**config.mk**
```make
export PLATFORM = sky130hd
export DESIGN_NAME = instruction_sequencer
export DESIGN_NICKNAME = d
export VERILOG_FILES = /design/src/rtl/seq_pkg.sv /design/src/rtl/seq_alu.sv /design/src/rtl/instruction_sequencer.sv
export SDC_FILE = /design/constraint.sdc
export NUM_CORES = 1
export LEC_CHECK = 0
export BUFFER_PORTS_ARGS = -buffer_cell sky130_fd_sc_hd__buf_4
export CAP_MARGIN = 20
export CORE_UTILIZATION = 58
export DETAILED_ROUTE_END_ITERATION = 8
export GPL_ROUTABILITY_DRIVEN = 0
export HOLD_SLACK_MARGIN = 0.15
export PLACE_DENSITY = 0.89
export RECOVER_POWER = 50
export SYNTH_ARGS = -nofsm -noshare
export SYNTH_HDL_FRONTEND = slang
export SYNTH_SLANG_ARGS = --single-unit
```
**constraint.sdc**
```tcl
create_clock -name clk -period 6.61 [get_ports clk]
set_input_delay 1.6525 -clock clk [delete_from_list [all_inputs] [get_ports clk]]
set_output_delay 1.6525 -clock clk [all_outputs]
set_load 0.1 [all_outputs]
```
**src/rtl/seq_pkg.sv**
```systemverilog
// Shared definitions for the instruction sequencer: opcodes, FSM states and
// instruction-word field positions.
package seq_pkg;

    localparam int OP_WIDTH = 2;

    localparam logic [OP_WIDTH-1:0] OP_ADD  = 2'b00;
    localparam logic [OP_WIDTH-1:0] OP_SUB  = 2'b01;
    localparam logic [OP_WIDTH-1:0] OP_MUL  = 2'b10;
    localparam logic [OP_WIDTH-1:0] OP_HALT = 2'b11;

    typedef enum logic [2:0] {
        ST_IDLE,
        ST_FETCH,
        ST_DECODE,
        ST_LOAD,
        ST_EXEC,
        ST_STORE,
        ST_HALT
    } seq_state_t;

    // Instruction word is {opcode, src1, src2, dst}, MSB first.
    function automatic int instr_width(input int addr_width);
        return 3 * addr_width + OP_WIDTH;
    endfunction

    function automatic int src1_lsb(input int addr_width);
        return 2 * addr_width;
    endfunction

    function automatic int src2_lsb(input int addr_width);
        return addr_width;
    endfunction

endpackage

```
**src/rtl/seq_alu.sv**
```systemverilog
// Combinational ALU for the sequencer: ADD / SUB / MUL modulo 2^DATA_WIDTH.
// With SEQ_OVERFLOW_FLAG_EN defined it also reports carry-out, borrow, or a
// nonzero upper product half on o_overflow.
module seq_alu
    import seq_pkg::*;
#(
    parameter int DATA_WIDTH = 8
) (
    input  logic [OP_WIDTH-1:0]   i_op,
    input  logic [DATA_WIDTH-1:0] i_a,
    input  logic [DATA_WIDTH-1:0] i_b,
`ifdef SEQ_OVERFLOW_FLAG_EN
    output logic                  o_overflow,
`endif
    output logic [DATA_WIDTH-1:0] o_result
);

`ifdef SEQ_OVERFLOW_FLAG_EN
    logic [DATA_WIDTH:0]     w_sum;
    logic [DATA_WIDTH:0]     w_diff;
    logic [2*DATA_WIDTH-1:0] w_prod;

    assign w_sum  = {1'b0, i_a} + {1'b0, i_b};
    assign w_diff = {1'b0, i_a} - {1'b0, i_b};
    assign w_prod = (2*DATA_WIDTH)'(i_a) * (2*DATA_WIDTH)'(i_b);

    // Select result and the matching out-of-range indication
    always_comb begin
        o_result   = '0;
        o_overflow = 1'b0;
        case (i_op)
            OP_ADD: begin
                o_result   = w_sum[DATA_WIDTH-1:0];
                o_overflow = w_sum[DATA_WIDTH];
            end
            OP_SUB: begin
                o_result   = w_diff[DATA_WIDTH-1:0];
                o_overflow = w_diff[DATA_WIDTH];
            end
            OP_MUL: begin
                o_result   = w_prod[DATA_WIDTH-1:0];
                o_overflow = |w_prod[2*DATA_WIDTH-1:DATA_WIDTH];
            end
            default: begin
                o_result   = '0;
                o_overflow = 1'b0;
            end
        endcase
    end
`else
    logic [DATA_WIDTH-1:0] w_sum;
    logic [DATA_WIDTH-1:0] w_diff;
    logic [DATA_WIDTH-1:0] w_prod;

    assign w_sum  = i_a + i_b;
    assign w_diff = i_a - i_b;
    assign w_prod = i_a * i_b;

    // Select the truncated result for the opcode
    always_comb begin
        o_result = '0;
        case (i_op)
            OP_ADD:  o_result = w_sum;
            OP_SUB:  o_result = w_diff;
            OP_MUL:  o_result = w_prod;
            default: o_result = '0;
        endcase
    end
`endif

endmodule

```
**src/rtl/instruction_sequencer.sv**
```systemverilog
// Control FSM for the 2-bit-opcode memory-to-memory processor: fetch from a
// synchronous ROM, decode, hand operands off to the load handler, execute in
// seq_alu and write the result back. Optional macro SEQ_OVERFLOW_FLAG_EN adds
// a sticky overflow output.
module instruction_sequencer
    import seq_pkg::*;
#(
    parameter  int DATA_WIDTH              = 8,
    parameter  int DATA_MEMORY_SIZE        = 64,
    parameter  int INSTRUCTION_MEMORY_SIZE = 32,
    localparam int ADDR_WIDTH              = $clog2(DATA_MEMORY_SIZE),
    localparam int PC_WIDTH                = $clog2(INSTRUCTION_MEMORY_SIZE),
    localparam int INSTRUCTION_WIDTH       = instr_width(ADDR_WIDTH)
) (
    input  logic                         clk,
    input  logic                         rst_n,
    input  logic                         start,
    input  logic [INSTRUCTION_WIDTH-1:0] instr_in,
    output logic [PC_WIDTH-1:0]          imem_addr,
    output logic                         lh_enable,
    output logic [OP_WIDTH-1:0]          lh_opcode,
    output logic [ADDR_WIDTH-1:0]        lh_src1_addr,
    output logic [ADDR_WIDTH-1:0]        lh_src2_addr,
    output logic [ADDR_WIDTH-1:0]        lh_dst_addr,
    input  logic                         lh_ready,
    input  logic [OP_WIDTH-1:0]          lh_opcode_out,
    input  logic [DATA_WIDTH-1:0]        lh_src1,
    input  logic [DATA_WIDTH-1:0]        lh_src2,
    input  logic [ADDR_WIDTH-1:0]        lh_dst_out,
    input  logic [ADDR_WIDTH-1:0]        lh_addr_out,
    output logic [ADDR_WIDTH-1:0]        mem_addr,
    output logic                         mem_we,
    output logic [DATA_WIDTH-1:0]        mem_wdata,
`ifdef SEQ_OVERFLOW_FLAG_EN
    output logic                         overflow,
`endif
    output logic                         busy,
    output logic                         done
);

    localparam int SRC1_LSB = src1_lsb(ADDR_WIDTH);
    localparam int SRC2_LSB = src2_lsb(ADDR_WIDTH);
    localparam logic [PC_WIDTH-1:0] LAST_PC = PC_WIDTH'(INSTRUCTION_MEMORY_SIZE - 1);

    seq_state_t                   r_state;
    logic [PC_WIDTH-1:0]          r_pc;
    logic [INSTRUCTION_WIDTH-1:0] r_ir;
    logic [DATA_WIDTH-1:0]        r_result;
    logic [DATA_WIDTH-1:0]        r_src1;
    logic [DATA_WIDTH-1:0]        r_src2;
    logic [OP_WIDTH-1:0]          r_op;
    logic [ADDR_WIDTH-1:0]        r_dst;
    logic [DATA_WIDTH-1:0]        w_alu_result;
`ifdef SEQ_OVERFLOW_FLAG_EN
    logic                         r_overflow;
    logic                         w_alu_overflow;
`endif

    seq_alu #(
        .DATA_WIDTH (DATA_WIDTH)
    ) u_alu (
        .i_op       (r_op),
        .i_a        (r_src1),
        .i_b        (r_src2),
`ifdef SEQ_OVERFLOW_FLAG_EN
        .o_overflow (w_alu_overflow),
`endif
        .o_result   (w_alu_result)
    );

    // Sequencer FSM: state, PC, IR, latched operands and result
    always_ff @(posedge clk or negedge rst_n) begin
        if (!rst_n) begin
            r_state    <= ST_IDLE;
            r_pc       <= '0;
            r_ir       <= '0;
            r_result   <= '0;
            r_src1     <= '0;
            r_src2     <= '0;
            r_op       <= '0;
            r_dst      <= '0;
`ifdef SEQ_OVERFLOW_FLAG_EN
            r_overflow <= 1'b0;
`endif
        end else begin
            case (r_state)
                ST_IDLE, ST_HALT: begin
                    // Start (re)launches the program from the first word
                    if (start) begin
                        r_pc    <= '0;
                        r_state <= ST_FETCH;
`ifdef SEQ_OVERFLOW_FLAG_EN
                        r_overflow <= 1'b0;
`endif
                    end
                end
                ST_FETCH: begin
                    r_state <= ST_DECODE;
                end
                ST_DECODE: begin
                    r_ir    <= instr_in;
                    r_state <= (instr_in[INSTRUCTION_WIDTH-1 -: OP_WIDTH] == OP_HALT)
                               ? ST_HALT : ST_LOAD;
                end
                ST_LOAD: begin
                    if (lh_ready) begin
                        r_op    <= lh_opcode_out;
                        r_src1  <= lh_src1;
                        r_src2  <= lh_src2;
                        r_dst   <= lh_dst_out;
                        r_state <= ST_EXEC;
                    end
                end
                ST_EXEC: begin
                    r_result <= w_alu_result;
`ifdef SEQ_OVERFLOW_FLAG_EN
                    if (w_alu_overflow) begin
                        r_overflow <= 1'b1;
                    end
`endif
                    r_state  <= ST_STORE;
                end
                ST_STORE: begin
                    // The last ROM word ends the program; the PC never wraps
                    if (r_pc == LAST_PC) begin
                        r_state <= ST_HALT;
                    end else begin
                        r_pc    <= r_pc + 1'b1;
                        r_state <= ST_FETCH;
                    end
                end
                default: begin
                    r_state <= ST_IDLE;
                end
            endcase
        end
    end

    assign imem_addr    = r_pc;
    assign lh_enable    = (r_state == ST_LOAD);
    assign lh_opcode    = r_ir[INSTRUCTION_WIDTH-1 -: OP_WIDTH];
    assign lh_src1_addr = r_ir[SRC1_LSB +: ADDR_WIDTH];
    assign lh_src2_addr = r_ir[SRC2_LSB +: ADDR_WIDTH];
    assign lh_dst_addr  = r_ir[ADDR_WIDTH-1:0];
    assign mem_we       = (r_state == ST_STORE);
    assign mem_wdata    = (r_state == ST_STORE) ? r_result : '0;
    assign busy         = (r_state == ST_FETCH) || (r_state == ST_DECODE) ||
                          (r_state == ST_LOAD)  || (r_state == ST_EXEC)   ||
                          (r_state == ST_STORE);
    assign done         = (r_state == ST_HALT);
`ifdef SEQ_OVERFLOW_FLAG_EN
    assign overflow     = r_overflow;
`endif

    // Data-memory port arbitration: load handler reads in LOAD, write-back in STORE
    always_comb begin
        mem_addr = '0;
        if (r_state == ST_LOAD) begin
            mem_addr = lh_addr_out;
        end else if (r_state == ST_STORE) begin
            mem_addr = r_dst;
        end
    end

endmodule

```
==> results of run 1 <==
-- cell type report --
class                           instances  area (um^2)  area share
Timing Repair Buffer                   97        716.9      0.1470
Multi-Input combinational cell        273         2213      0.4538
Inverter                               39        146.4     0.03002
Sequential cell                        60         1501      0.3079
Clock inverter                          4        47.55    0.009749
Tap cell                               77        96.34     0.01975
Clock buffer                           12        155.1     0.03181
-- worst max path at each step --
stage / slack (ps) / startpoint / cells past startpoint / to
3_5_place_dp: 2710 / r_src2[4] / 14 / r_result[7]
3_3_place_gp: 2780 / lh_addr_out[5] / 3 / mem_addr[5]
2_1_floorplan: 1970 / r_state[0] / 3 / done
5_1_grt: 1840 / rst_n / 1 / r_result[6]
6_report: 2460 / rst_n / 1 / r_result[0]
4_1_cts: 2680 / r_state[2] / 6 / mem_addr[3]
-- cell families after synthesis --
group	after synthesis	share of synthesized area
AND/OR/NAND/NOR	106	0.1259
flip-flops	60	0.3796
buffers and inverters	54	0.06074
AO/OA/AOI/OAI	53	0.08921
multiplexers	47	0.1335
adder cells (fa/ha/maj)	40	0.1512
XOR/XNOR	27	0.05979
-- stage by stage --
stage	instances	hold slack, ps
3_3_place_gp	546	470.5
4_1_cts	562	509.8
6_report	562	506.6
5_1_grt	562	520.9
2_1_floorplan	387	456.4
3_5_place_dp	546	494.6
-- placed cells by master, fill, tap and decap left out, drive strengths merged, types with 2 or more instances in the layout --
| cell type | instances |
|---|---|
| a22o | 9 |
| xnor2 | 25 |
| nor3 | 6 |
| and2 | 9 |
| o21ai | 8 |
| nand2 | 31 |
| a21o | 3 |
| inv | 38 |
| fa | 13 |
| dfrtp | 60 |
| nor2b | 6 |
| nand3 | 4 |
| nor2 | 35 |
| a31oi | 10 |
| a22oi | 2 |
| and3 | 10 |
| ha | 27 |
| clkbuf | 15 |
| a21oi | 12 |
| mux2 | 46 |
| clkinv | 3 |
| o21a | 2 |
| buf | 94 |
| xor2 | 2 |
| nand2b | 2 |
-- state kept, by name (all words and copies together) (netlist names) --
register and flops:
r_ir 20, r_result 8, r_src1 8, r_src2 8, r_dst 6, imem_addr 5, r_state 3, r_op 2
-- per-layer routing --
| metal | share of wire | up-vias | wire (um) |
|---|---|---|---|
| met5 | 0 | - | 0 |
| li1 | - | 1488 | - |
| met2 | 0.52 | 107 | 4815 |
| met1 | 0.39 | 1554 | 3631 |
| met4 | 0.043 | 0 | 398 |
| met3 | 0.045 | 40 | 419 |
==> results.sh, run 1 <==
export IMPL_worstPathMaxFanout=60
export IMPL_cts_tree="yes"
export IMPL_drcViolationCount=4
export IMPL_hold_viol_final=0
export IMPL_yosysTopAreaCellShare=0.3796
export IMPL_first_pass_iters=9
export IMPL_fp_dieW_um=84.58
export IMPL_hold_path_depth=1
export IMPL_final_nets=574
export IMPL_violations="DRC, capacitance limit, slew limit"
export IMPL_slew_violations=61
export IMPL_min_to="r_ir[12]"
export IMPL_grt_pass1_vias=3202
export IMPL_start_util=0.6124
export IMPL_cp_top_family="buffers and inverters"
export IMPL_synthArstFlopShare=1.000
export IMPL_end_kind="async pin"
export IMPL_crit_chain="clkbuf_1"
export IMPL_grt_setup_unrepaired="false"
export IMPL_cts_hold_buf=0
export IMPL_ant_nets=0
export IMPL_wire_per_inst_um=16.48
export IMPL_fin_skew_ps=6.824
export IMPL_min_period_ps=4153
export IMPL_cts_sinks=60
export IMPL_slowest_delay_ps=2200
export IMPL_fmax_mhz=240.8
export IMPL_crit_buf_inv=1
export IMPL_regToRegStartpoint="r_src2[4]"
export IMPL_clock_path_buffers=2
export IMPL_postCtsSetupRepairBufs=0
export IMPL_grt_ovfl_total=0
export IMPL_required_ps=6340
export IMPL_die_area_um2=7153
export IMPL_ys_seq_area_frac=0.3796
export IMPL_clk_pin_slew_ps=60
export IMPL_synthFlopType="dfrtp_1"
export IMPL_diodes=0
export IMPL_met2_usage=0.4878
export IMPL_grt_usage=0.2770
export IMPL_relSlewSlack=-1.115
export IMPL_via_count=3189
export IMPL_holdCritStartpoint="r_ir[12]"
export IMPL_drt_iter0_drc=185
export IMPL_syn_to_final_growth_pct=23.32
export IMPL_dp_slack_ps=2713
export IMPL_busiest_layer="met2"
export IMPL_avgSynthCellArea_um2=10.22
export IMPL_ys_types=42
export IMPL_met3_usage=0.07276
export IMPL_reg2reg_depth=14
export IMPL_num_rows=29
export IMPL_hold_path_class="flop to flop"
export IMPL_post_dp_hpwl_mm=6.953
export IMPL_worst_r2r_setup_slack_ps=2680
export IMPL_grt_first_pass_wirelength_mm=15.15
export IMPL_final_util=0.7551
export IMPL_design_area_um2=4877
export IMPL_syn_num_nets=481
export IMPL_portBuffers=96
export IMPL_grt_max_degree=61
export IMPL_via_per_inst=5.674
export IMPL_crit_type="primary input to async pin"
export IMPL_cts_resized=0
export IMPL_synth_most_common_cell="dfrtp_1"
export IMPL_cap_violations=1
export IMPL_root_buffer="clkbuf_8"
export IMPL_yosys_warnings=0
export IMPL_critPathLaunchType="primary input"
export IMPL_r2r_end="r_result[7]"
export IMPL_clk_latency_ps=340
export IMPL_yosys_area_top_type="dfrtp_1"
export IMPL_fin_ws_ps=2457
export IMPL_cts_max_level=3
export IMPL_num_io_pins=97
export IMPL_finalCritPeriodShare=0.6283
export IMPL_critPathArrivalTime_ps=3890
export IMPL_final_fill_count=429
export IMPL_synth_top_cells_by_count="dfrtp_1 (60), inv_1 (38), nor2_1 (35)"
export IMPL_finalWirelength_mm=9.264
export IMPL_ys_top_cells_by_area="dfrtp_1 (38%), ha_1 (8.5%), mux2_2 (7.4%), fa_1 (6.6%), mux2_1 (5.7%)"
export IMPL_drive_gt1_frac=0.2825
export IMPL_antenna_found_initial=0
export IMPL_syn_area_um2=3955
export IMPL_dieHeight_um=84.58
export IMPL_tns_ps=0
export IMPL_setup_viol=0
export IMPL_yosys_register_bits=60
export IMPL_tightest_slew_ps=3173
export IMPL_cts_buffers=9
export IMPL_dpl_cell_area_um2=4686
export IMPL_status="finished with violations"
export IMPL_synth_edf_count=0
export IMPL_grt_use_met1=0.3126
export IMPL_core_um2=6459
export IMPL_cp_slowest_cell="clkbuf_1"
export IMPL_syn_instance_count=387
Power of run 1 is left out: the tool's default activity adds up to more than one toggle a clock period on the data nets, which glitch-free logic cannot reach.
==> run 2: changes to the inputs <==
ABC_AREA = 1   (was unset)
CORE_UTILIZATION = 55   (was 58)
PLACE_DENSITY = 0.84   (was 0.89)
clock period = 4.1 ns   (was 6.61 ns; I/O delays follow)
==> results.sh, run 2 <==
export IMPL_wire_per_inst_um=13.76
export IMPL_post_dp_hpwl_mm=7.652
export IMPL_worstPathMaxFanout=9
export IMPL_yosys_warnings=0
export IMPL_ys_types=37
export IMPL_largest_reg_flops=20
export IMPL_grt_setup_unrepaired="false"
export IMPL_status="finished with violations"
export IMPL_synth_most_common_cell="nand2_1"
export IMPL_root_buffer="clkbuf_8"
export IMPL_fmax_mhz=262.7
export IMPL_avgSynthCellArea_um2=7.765
export IMPL_syn_area_um2=4139
export IMPL_violations="capacitance limit, slew limit"
export IMPL_layout_common_cells="nand2_1 (157), inv_1 (104), buf_4 (97)"
export IMPL_via_count=3774
export IMPL_yosysTopAreaCellShare=0.3628
export IMPL_cts_sinks=60
export IMPL_hold_path_class="flop to flop"
export IMPL_core_um2=7253
export IMPL_critPathLaunchType="flop"
export IMPL_syn_instance_count=533
export IMPL_via_per_inst=5.177
export IMPL_synthArstFlopShare=1.000
export IMPL_first_pass_iters=6
export IMPL_ys_seq_area_frac=0.3628
export IMPL_required_ps=4370
export IMPL_critPathArrivalTime_ps=4080
export IMPL_tns_ps=0
export IMPL_diodes=0
export IMPL_synth_top_cells_by_count="nand2_1 (156), inv_1 (102), dfrtp_1 (60)"
export IMPL_grt_first_pass_wirelength_mm=16.58
export IMPL_yosys_area_top_type="dfrtp_1"
export IMPL_setup_viol=0
export IMPL_synthFlopType="dfrtp_1"
export IMPL_final_nets=721
export IMPL_cts_buffers=9
export IMPL_syn_to_final_growth_pct=22.52
export IMPL_cap_violations=1
export IMPL_start_util=0.5706
export IMPL_drcViolationCount=0
export IMPL_drt_iter0_drc=276
export IMPL_postCtsSetupRepairBufs=0
export IMPL_grt_usage=0.2821
export IMPL_num_rows=31
export IMPL_fp_dieW_um=88.75
export IMPL_top_register="r_ir"
export IMPL_die_area_um2=7877
export IMPL_crit_type="flop to flop"
export IMPL_end_kind="flop"
export IMPL_mostFrequentLayoutCell="nand2_1"
export IMPL_grt_max_degree=61
export IMPL_syn_num_nets=627
export IMPL_antenna_found_initial=0
export IMPL_drive_gt1_frac=0.2079
export IMPL_num_io_pins=97
export IMPL_fin_skew_ps=5.765
export IMPL_dp_slack_ps=315.0
export IMPL_yosys_register_bits=60
export IMPL_dieHeight_um=88.75
export IMPL_fin_ws_ps=293.5
export IMPL_slew_violations=61
export IMPL_cts_tree="yes"
export IMPL_finalCritPeriodShare=0.9284
export IMPL_synth_edf_count=0
export IMPL_ys_top_cells_by_area="dfrtp_1 (36%), nand2_1 (14%), inv_1 (9.3%), ha_1 (8.2%), fa_1 (6.3%)"
export IMPL_relSlewSlack=-0.01046
export IMPL_final_fill_count=588
export IMPL_tightest_slew_ps=1516
export IMPL_clk_latency_ps=340
export IMPL_cts_resized=0
export IMPL_clock_path_buffers=2
export IMPL_finalWirelength_mm=10.03
export IMPL_hold_viol_final=0
export IMPL_grt_pass1_vias=3759
export IMPL_grt_ovfl_total=0
export IMPL_cts_max_level=3
export IMPL_ant_nets=0
export IMPL_cts_hold_buf=0
export IMPL_min_period_ps=3806
export IMPL_clk_pin_slew_ps=60
export IMPL_portBuffers=96
run 2: changes by cell type after synthesis, moves of 11 or more:
cell	previous run	this run
inv_1	38	102
nand3_1	4	15
mux2_2	26	15
nand2_1	29	156
mux2_1	20	0
xnor2_1	25	3
o21ai_0	7	20
a21oi_1	12	29
run 2: metal layers:
layer / GRT usage / part of all wire
met1: 0.3305 / 0.41
met4: 0.1217 / 0.026
met2: 0.4818 / 0.49
met3: 0.08396 / 0.078
met5: 0 / 0
run 2: final timing paths:
check / start / to / slack (ps) / depth (start not counted)
worst min-delay path: r_ir[9] / r_ir[9] / 470 / 2
max in group asynchronous: rst_n / r_src1[3] / 2120 / 1
min in group asynchronous: rst_n / r_ir[8] / 1050 / 1
worst max-delay path: r_src1[1] / r_result[7] / 290 / 18
worst min register to register: r_ir[9] / r_ir[9] / 470 / 2
worst max register to register: r_src1[1] / r_result[7] / 290 / 18
run 2: critical path, stage by stage, from the launching register on:
cell and delay [ps]:
dfrtp_1 500, nand2_1 150, fa_1 480, fa_1 540, inv_1 50, fa_1 470
inv_1 50, fa_1 540, inv_1 50, ha_1 280, inv_1 100, nor2_1 60
nor2_1 110, inv_1 50, nand3_1 70, nand3_1 70, nand2_1 80, nand2_1 50
nand2_1 50
run 2: kinds of logic after synthesis:
| kind of cell | Yosys count | synth area share |
|---|---|---|
| AND/OR/NAND/NOR | 218 | 0.2171 |
| AO/OA/AOI/OAI | 68 | 0.09583 |
| adder cells (fa/ha/maj) | 40 | 0.1445 |
| multiplexers | 15 | 0.04081 |
| flip-flops | 60 | 0.3628 |
| XOR/XNOR | 10 | 0.02116 |
| buffers and inverters | 122 | 0.1179 |
run 2: layout make-up:
type                       count  area [um^2]  area share
multi-input combinational    351         2118      0.4177
sequential                    60         1501      0.2961
timing repair buffer          99        737.0      0.1453
inverter                     106        400.4     0.07895
clock buffer                  12        155.1     0.03059
tap                           99        123.9     0.02443
clock inverter                 2        35.03    0.006908
run 2: through the flow:
| stage | util | hold WS, ps | instances | instance area, um^2 |
|---|---|---|---|---|
| CTS | 0.7043 | 475.7 | 729 | 5109 |
| floorplan | - | 448.8 | 533 | 4139 |
| global placement | 0.6781 | 455.5 | 715 | 4918 |
| detailed placement | 0.6781 | 459.7 | 715 | 4918 |
| global route | 0.6992 | 500.3 | 729 | 5071 |
| finish | 0.6992 | 472.8 | 729 | 5071 |
Power of run 2 is left out for the same reason.
==> run 3: changes to the inputs <==
RECOVER_POWER = unset   (was 50)
==> results.sh, run 3 (synthesized netlist as in run 2, its figures left out) <==
export IMPL_min_period_ps=3811
export IMPL_cap_violations=0
export IMPL_crit_top_cell="inv_1"
export IMPL_multiInputGateArea_um2=2150
export IMPL_wire_per_inst_um=13.74
export IMPL_crit_start="r_src1[1]"
export IMPL_cp_top_family="adder cells"
export IMPL_clk_pin_slew_ps=60
export IMPL_worst_r2r_setup_slack_ps=290
export IMPL_critPathArrivalTime_ps=4090
export IMPL_dieHeight_um=88.75
export IMPL_crit_cells=18
export IMPL_syn_to_final_growth_pct=23.43
export IMPL_crit_type="flop to flop"
export IMPL_setup_viol=0
export IMPL_mostFrequentLayoutCell="nand2_1"
export IMPL_slowest_delay_ps=540
export IMPL_fin_ws_ps=289.3
export IMPL_start_util=0.5706
export IMPL_largest_reg_flops=20
export IMPL_post_dp_hpwl_mm=7.652
export IMPL_met2_usage=0.4818
export IMPL_final_fill_count=579
export IMPL_cts_hold_buf=0
export IMPL_crit_buf_inv=5
export IMPL_relSlewSlack=0.4845
export IMPL_tightest_slew_ps=773.3
export IMPL_cp_slowest_cell="fa_1"
export IMPL_required_ps=4380
export IMPL_status="complete, no violations"
export IMPL_layout_common_cells="nand2_1 (156), inv_1 (102), buf_4 (99)"
export IMPL_ant_nets=0
export IMPL_cts_tree="yes"
export IMPL_core_um2=7253
export IMPL_grt_use_met1=0.3305
export IMPL_met3_usage=0.08396
export IMPL_fmax_mhz=262.4
export IMPL_grt_max_degree=61
export IMPL_hold_path_class="flop to flop"
export IMPL_cts_resized=0
export IMPL_finalWirelength_mm=10.02
export IMPL_grt_first_pass_wirelength_mm=16.58
export IMPL_grt_usage=0.2821
export IMPL_finalCritPeriodShare=0.9294
export IMPL_via_count=3770
export IMPL_die_area_um2=7877
export IMPL_clock_path_buffers=2
export IMPL_grt_setup_unrepaired="false"
export IMPL_drive_gt1_frac=0.2190
export IMPL_regToRegStartpoint="r_src1[1]"
export IMPL_hold_path_depth=2
export IMPL_portBuffers=96
export IMPL_postCtsSetupRepairBufs=0
export IMPL_busiest_layer="met2"
export IMPL_cts_buffers=9
export IMPL_top_register="r_ir"
export IMPL_first_pass_iters=5
export IMPL_final_util=0.7043
export IMPL_via_per_inst=5.171
export IMPL_grt_ovfl_total=0
export IMPL_drt_iter0_drc=217
export IMPL_final_nets=721
export IMPL_critPathLaunchType="flop"
export IMPL_slew_violations=0
export IMPL_hold_ws_ps=472.8
export IMPL_worstPathMaxFanout=9
export IMPL_diodes=0
export IMPL_crit_chain="nand2_1 > fa_1 > fa_1 > inv_1 > fa_1 > inv_1 > fa_1 > inv_1 > ha_1 > inv_1 > nor2_1 > nor2_1 > inv_1 > nand3_1 > nand3_1 > nand2_1 > nand2_1 > nand2_1"
export IMPL_fp_dieW_um=88.75
export IMPL_hold_viol_final=0
export IMPL_holdCritStartpoint="r_ir[9]"
export IMPL_seq_area_um2=1501
export IMPL_cts_max_level=3
export IMPL_antenna_found_initial=0
export IMPL_cts_sinks=60
export IMPL_clk_latency_ps=340
export IMPL_num_rows=31
export IMPL_grt_pass1_vias=3759
export IMPL_root_buffer="clkbuf_8"
export IMPL_end_kind="flop"
export IMPL_num_io_pins=97
export IMPL_fin_skew_ps=5.557
export IMPL_reg2reg_depth=18
export IMPL_drcViolationCount=0
export IMPL_tns_ps=0
export IMPL_dp_slack_ps=315.0
==> run 3: stage by stage <==
stage	instance area, um^2	std cells
after global routing	5109	729
after floorplan	4139	533
final	5109	729
after CTS	5109	729
after detailed placement	4918	715
after global placement	4918	715
==> run 3: area by class of cell <==
type,instances,share of cell area
clock inverter,2,0.006858
inverter,106,0.07837
tap,99,0.02425
multi-input combinational,351,0.4208
sequential,60,0.2939
timing repair buffer,99,0.1455
clock buffer,12,0.03037
==> run 3: layer usage <==
| metal | part of all wire | vias to the layer above | wire, um |
|---|---|---|---|
| met5 | 0 | - | 0 |
| met4 | 0.026 | 0 | 263 |
| met3 | 0.080 | 28 | 797 |
| met2 | 0.49 | 139 | 4875 |
| met1 | 0.41 | 1772 | 4080 |
| li1 | - | 1831 | - |
==> run 3: final timing paths <==
check,endpoint
min,r_ir[9]
max in group asynchronous,r_src1[3]
max reg2reg,r_result[7]
max,r_result[7]
min reg2reg,r_ir[9]
min in group asynchronous,r_ir[8]
==> run 3: worst register-to-register path, cell delays in order (launching register included) <==
cell     delay (ps)
dfrtp_1         510
nand2_1         150
fa_1            480
fa_1            540
inv_1            50
fa_1            470
inv_1            50
fa_1            540
inv_1            50
ha_1            280
inv_1           100
nor2_1           60
nor2_1          110
inv_1            50
nand3_1          70
nand3_1          70
nand2_1          80
nand2_1          50
nand2_1          50
Power of run 3 is left out for the same reason.
